File: src/rtl/traffic_pkg.sv
// Shared phase codes and default interval lengths for the intersection
// phase scheduler and its testbench.
package traffic_pkg;

  typedef enum logic [2:0] {
    PH_GA   = 3'd0,
    PH_YA   = 3'd1,
    PH_RAB  = 3'd2,
    PH_GB   = 3'd3,
    PH_YB   = 3'd4,
    PH_RBA  = 3'd5,
    PH_WALK = 3'd6
  } phase_e;

  localparam int DEF_CNT_W     = 8;
  localparam int DEF_MIN_GREEN = 6;
  localparam int DEF_MAX_GREEN = 20;
  localparam int DEF_YELLOW    = 3;
  localparam int DEF_ALL_RED   = 1;
  localparam int DEF_WALK      = 5;

endpackage

File: src/rtl/phase_timer.sv
// Elapsed-cycles counter for the current phase: cleared on phase entry,
// counts enabled cycles, saturates at MAX_CNT, freezes while enable is low.
module phase_timer #(
  parameter int CNT_W   = 8,
  parameter int MAX_CNT = 20
) (
  input  logic             clk,
  input  logic             reset,
  input  logic             clear,
  input  logic             enable,
  output logic [CNT_W-1:0] elapsed
);

  localparam logic [CNT_W-1:0] SAT = CNT_W'(MAX_CNT);

  logic [CNT_W-1:0] cnt_d, cnt_q;

  // next count: clear wins, otherwise count up to the saturation value
  always_comb begin
    cnt_d = cnt_q;
    if (enable) begin
      if (clear)          cnt_d = '0;
      else if (cnt_q < SAT) cnt_d = cnt_q + CNT_W'(1);
    end
  end

  // counter register
  always_ff @(posedge clk) begin
    if (reset) cnt_q <= '0;
    else       cnt_q <= cnt_d;
  end

  assign elapsed = cnt_q;

endmodule

File: src/rtl/intersection_phase_scheduler.sv
// Two-road intersection phase sequencer with latched sensor requests,
// min/max green, fixed yellow and all-red clearance.
// Macro PED_PHASE_EN builds the pedestrian WALK phase, ped_pend latch and
// next_dir bit; without it ped_req is ignored and walk is tied low.
module intersection_phase_scheduler
  import traffic_pkg::*;
#(
  parameter int CNT_W     = DEF_CNT_W,
  parameter int MIN_GREEN = DEF_MIN_GREEN,
  parameter int MAX_GREEN = DEF_MAX_GREEN,
  parameter int YELLOW    = DEF_YELLOW,
  parameter int ALL_RED   = DEF_ALL_RED,
  parameter int WALK      = DEF_WALK
) (
  input  logic       clk,
  input  logic       reset,
  input  logic       enable,
  input  logic       Sa,
  input  logic       Sb,
  input  logic       ped_req,
  output logic       R_a,
  output logic       Y_a,
  output logic       G_a,
  output logic       R_b,
  output logic       Y_b,
  output logic       G_b,
  output logic       walk,
  output logic [2:0] phase
);

  // last-cycle values of elapsed for each interval
  localparam logic [CNT_W-1:0] MIN_M1 = CNT_W'(MIN_GREEN - 1);
  localparam logic [CNT_W-1:0] MAX_M1 = CNT_W'(MAX_GREEN - 1);
  localparam logic [CNT_W-1:0] YEL_M1 = CNT_W'(YELLOW - 1);
  localparam logic [CNT_W-1:0] AR_M1  = CNT_W'(ALL_RED - 1);

  phase_e           phase_d, phase_q;
  logic             req_a_d, req_a_q, req_b_d, req_b_q;
  logic             phase_chg, ped_go, ga_exit, gb_exit;
  logic [CNT_W-1:0] elapsed;

`ifdef PED_PHASE_EN
  localparam logic [CNT_W-1:0] WALK_M1 = CNT_W'(WALK - 1);
  logic ped_pend_d, ped_pend_q, next_dir_d, next_dir_q;  // next_dir: 1 = B green follows walk
  assign ped_go = ped_pend_q;
  assign walk   = (phase_q == PH_WALK);
`else
  // ped_req and WALK have no role without the pedestrian phase
  logic unused_ped;
  assign unused_ped = ped_req ^ (WALK != 0);
  assign ped_go     = 1'b0;
  assign walk       = 1'b0;
`endif

  phase_timer #(.CNT_W(CNT_W), .MAX_CNT(MAX_GREEN)) u_timer (
    .clk    (clk),
    .reset  (reset),
    .clear  (phase_chg),
    .enable (enable),
    .elapsed(elapsed)
  );

  // a green may end once minimum time is served and the other road (or a
  // pedestrian) waits; an own-road sensor still high holds it to max green
  assign ga_exit = (elapsed >= MIN_M1) &&
                   ((req_b_q && (!Sa || elapsed >= MAX_M1)) || ped_go);
  assign gb_exit = (elapsed >= MIN_M1) &&
                   ((req_a_q && (!Sb || elapsed >= MAX_M1)) || ped_go);

  // next phase
  always_comb begin
    phase_d = phase_q;
    if (enable) begin
      case (phase_q)
        PH_GA:  if (ga_exit)          phase_d = PH_YA;
        PH_YA:  if (elapsed == YEL_M1) phase_d = PH_RAB;
        PH_GB:  if (gb_exit)          phase_d = PH_YB;
        PH_YB:  if (elapsed == YEL_M1) phase_d = PH_RBA;
`ifdef PED_PHASE_EN
        PH_RAB:  if (elapsed == AR_M1)   phase_d = ped_pend_q ? PH_WALK : PH_GB;
        PH_RBA:  if (elapsed == AR_M1)   phase_d = ped_pend_q ? PH_WALK : PH_GA;
        PH_WALK: if (elapsed == WALK_M1) phase_d = next_dir_q ? PH_RAB : PH_RBA;
`else
        PH_RAB: if (elapsed == AR_M1) phase_d = PH_GB;
        PH_RBA: if (elapsed == AR_M1) phase_d = PH_GA;
`endif
        default: phase_d = PH_GA;
      endcase
    end
  end

  assign phase_chg = (phase_d != phase_q);

  // request latches: a live sensor re-sets its latch even on the entry edge
  always_comb begin
    req_a_d = req_a_q;
    req_b_d = req_b_q;
    if (enable) begin
      req_a_d = Sa | (req_a_q & ~(phase_chg && phase_d == PH_GA));
      req_b_d = Sb | (req_b_q & ~(phase_chg && phase_d == PH_GB));
    end
  end

  // phase and vehicle request registers
  always_ff @(posedge clk) begin
    if (reset) begin
      phase_q <= PH_GA;
      req_a_q <= 1'b0;
      req_b_q <= 1'b0;
    end else begin
      phase_q <= phase_d;
      req_a_q <= req_a_d;
      req_b_q <= req_b_d;
    end
  end

`ifdef PED_PHASE_EN
  // pedestrian latch; next_dir remembers which green follows the walk
  always_comb begin
    ped_pend_d = ped_pend_q;
    next_dir_d = next_dir_q;
    if (enable) begin
      ped_pend_d = ped_req | (ped_pend_q & ~(phase_chg && phase_d == PH_WALK));
      if (phase_chg && phase_d == PH_WALK) next_dir_d = (phase_q == PH_RAB);
    end
  end

  // pedestrian registers
  always_ff @(posedge clk) begin
    if (reset) begin
      ped_pend_q <= 1'b0;
      next_dir_q <= 1'b0;
    end else begin
      ped_pend_q <= ped_pend_d;
      next_dir_q <= next_dir_d;
    end
  end
`endif

  // Moore lamp decode straight off the phase register
  always_comb begin
    {R_a, Y_a, G_a, R_b, Y_b, G_b} = 6'b100_100;
    case (phase_q)
      PH_GA:   {R_a, Y_a, G_a, R_b, Y_b, G_b} = 6'b001_100;
      PH_YA:   {R_a, Y_a, G_a, R_b, Y_b, G_b} = 6'b010_100;
      PH_GB:   {R_a, Y_a, G_a, R_b, Y_b, G_b} = 6'b100_001;
      PH_YB:   {R_a, Y_a, G_a, R_b, Y_b, G_b} = 6'b100_010;
      default: {R_a, Y_a, G_a, R_b, Y_b, G_b} = 6'b100_100;
    endcase
  end

  assign phase = phase_q;

endmodule

File: config.mk
export PLATFORM = sky130hd
export DESIGN_NAME = intersection_phase_scheduler
export DESIGN_NICKNAME = d
export VERILOG_FILES = /design/src/rtl/traffic_pkg.sv /design/src/rtl/phase_timer.sv /design/src/rtl/intersection_phase_scheduler.sv
export SDC_FILE = /design/constraint.sdc
export NUM_CORES = 1
export LEC_CHECK = 0
export ABC_AREA = 1
export BUFFER_PORTS_ARGS = -buffer_cell sky130_fd_sc_hd__buf_2
export CORE_MARGIN = 2
export CORE_UTILIZATION = 30
export DETAILED_ROUTE_END_ITERATION = 8
export PLACE_DENSITY = 0.46
export SYNTH_ARGS = -nofsm -noshare
export SYNTH_HDL_FRONTEND = slang
export SYNTH_SLANG_ARGS = --single-unit
File: constraint.sdc
create_clock -name clk -period 5.4 [get_ports clk]
set_clock_uncertainty 0.05 [all_clocks]
set_input_delay 0.54 -clock clk [delete_from_list [all_inputs] [get_ports clk]]
set_output_delay 0.54 -clock clk [all_outputs]
set_load 0.03 [all_outputs]
==> summary.md <==
| Metric | Value |
|---|---|
| Most frequent cells in the layout | `36 x nand2_1, 19 x inv_1, 15 x nor2_1` |
| Worst Setup Slack, final | `3.27 ns` |
| GRT Total Usage | `0.134` |
| Final hold vios | `0` |
| Ports | `16` |
| Design Area, Final | `1110 um^2` |
| Final min period | `2.13 ns` |
| PostCTS Resize Cnt | `0` |
| FMAX | `471 MHz` |
| Rows | `20` |
| Max VDD drop | `0.0000857 V` |
| Synth cell types | `28` |
| Via count | `918` |
| Dpl cell area | `1080 um^2` |
| Arr. time, crit path | `2.25 ns` |
| Clk slew on worst S/H paths | `0.08 ns` |
| Initial Utilization | `0.318` |
| CP Capture Type | `flop` |
| Placement Setup Slack | `3.27 ns` |
| Die area | `3770 um^2` |
| Pwr Total | `241 uW` |
| Worst-Skew Late Latency | `0.27 ns` |
| Post-synthesis cell count | `147` |
| First-iteration detailed-routing DRC count | `22` |
| # DRC | `0` |
| PwrDens | `217 nW/um^2` |
| Pin count of the biggest net entering global routing | `12` |
| Syn nets | `157` |
| Worst-Margin Slew | `0.525 ns` |
| Tightest Hold Check Type | `reg -> reg` |
| Slew Limit Fails | `0` |
| Mapped cell area | `987 um^2` |
| Synth Register Bits | `13` |
| Mapped Avg Cell Area | `6.72 um^2` |
| RSZ-0062 raised after global routing | `false` |
| Non-filler cells, final | `205` |
| Detailed Place HPWL | `1.74 mm` |
| CTS buffer count | `3` |
| Post-route setup TNS | `0 ns` |
| Worst setup path category | `reg -> reg` |
| First-pass GRT wire length | `3.63 mm` |
| # diodes | `0` |
| CTS Sinks | `13` |
| Core area | `3100 um^2` |
| Die Width | `61.4 um` |
| Drt wl/cell | `10.5 um` |
| Post-CTS setup repair buffer count | `0` |
| Final period utilization | `0.394` |
| CTS tree | `yes` |
| Initial antenna violation count | `0` |
| Number of global-route vias before repair | `845` |
| Die height | `61.4 um` |
| Rel. slew slack | `0.648` |
| H-tree depth | `1` |
| Clock Path Buffers | `2` |
| # nets final | `172` |
| Area Overhead vs Synth | `12.4%` |
| Total grt overflow | `0` |
| P_leak | `0.551 nW` |
| DRT Pass-1 Iters | `4` |
| Ys Warns | `0` |
| Crit path max fanout | `7` |
| IO buf count | `13` |
| Maxcap violations | `0` |
| Fill count | `361` |
| Critical path required time | `5.52 ns` |
| Final Setup Violations | `0` |
| Status | `complete, no violations` |
| Via density | `4.48` |
| Routed WL | `2.15 mm` |
| Ratio of cells with drive above 1 in the final layout | `0.255` |
| Root Driver | `clkbuf_4` |
| Gp weighted congestion | `0.773` |
| Routed Antenna Nets | `0` |
| Placed insts | `201` |
| Post-synthesis sequential area ratio | `0.264` |
| CP startpoint kind | `flop` |
| Hold-fix buffer count after cts | `0` |
| Commonest non-fill, non-tap cell in the layout | `nand2_1` |
==> cells by family after synthesis <==
family / share of synthesized area
AOI/OAI and AO/OA: 0.0799
xor gates and xnor gates: 0.00887
adders and majority gates: 0.0507
buffers and inverters: 0.119
DFF: 0.264
other: 0.00380
and+or+nand+nor: 0.474
==> Yosys cell counts <==
cell      instances  area (um^2)
ha_1              4         50.1
inv_1            19         71.3
a21oi_2           2         17.5
a21oi_1           6         30.0
inv_2             6         22.5
nand3_2           2         20.0
dfxtp_1          13          260
buf_4             1         7.51
nand2_1          36          135
nand3_4           1         17.5
o211ai_1          1         7.51
o21ai_1           1         5.00
o21ai_0           2         10.0
nand4_1           5         31.3
conb_1            1         3.75
nor3_1            3         15.0
nor3_4            1         16.3
nand2_4           2         22.5
xor2_1            1         8.76
nor2_1           15         56.3
o21ai_2           1         8.76
nor2_8            1         20.0
buf_2             1         5.00
buf_6             1         11.3
nor2_2            5         31.3
nor3_2            2         20.0
nor2_4            2         22.5
nand3_1          12         60.1
==> sequential cells by signal, indices dropped and copies added, names as in the netlist <==
register and count:
phase 3, req_b_q 1, u_timer.elapsed 8, req_a_q 1
==> path summary, 6_finish.rpt <==
check	start	end	slack [ns]	depth (start not counted)
min	req_b_q$_SDFFE_PP0P_	req_b_q$_SDFFE_PP0P_	0.41	2
min reg2reg	req_b_q$_SDFFE_PP0P_	req_b_q$_SDFFE_PP0P_	0.41	2
max	u_timer.elapsed[0]$_SDFFE_PP0P_	u_timer.elapsed[2]$_SDFFE_PP0P_	3.27	14
max reg2reg	u_timer.elapsed[0]$_SDFFE_PP0P_	u_timer.elapsed[2]$_SDFFE_PP0P_	3.27	14
==> cell type report <==
class,instances,area (um^2),area share
multi-input combinational,106,609,0.549
sequential,13,260,0.234
inverter,25,93.8,0.0846
timing repair buffer,13,65.1,0.0586
tap,44,55.1,0.0496
clock buffer,4,26.3,0.0237
==> where the power goes <==
| group | internal, mW | switching [mW] | total, mW |
|---|---|---|---|
| combinational | 0.0241 | 0.0498 | 0.0739 |
| sequential | 0.101 | 0.00543 | 0.106 |
| clock | 0.0286 | 0.0326 | 0.0612 |
| total | 0.153 | 0.0878 | 0.241 |
==> stage by stage <==
stage,hold WS (ns),utilization
global placement,0.398,0.349
detailed placement,0.408,0.349
floorplan,0.387,-
finish,0.414,0.358
global route,0.432,0.358
CTS,0.420,0.358
==> critical path, stage by stage, from the launching register on <==
cell     delay [ns]
dfxtp_1        0.40
inv_1          0.10
ha_1           0.21
nand2_1        0.08
nand2_1        0.06
nand3_1        0.14
nand3_1        0.10
nand2_1        0.12
nand2_1        0.08
nand3_1        0.07
nand2_1        0.12
nor2_8         0.15
nand3_4        0.13
a21oi_1        0.16
nor2_1         0.05
==> per-layer routing <==
layer  vias to the layer above  part of all wire  track usage
met4                         0            0.0089       0.0638
met3                         2             0.043       0.0273
li1                        491                 -            -
met5                         -                 0            0
met2                        16              0.44        0.198
met1                       409              0.51        0.188
Note: power is estimated with default switching activity, not from simulation.
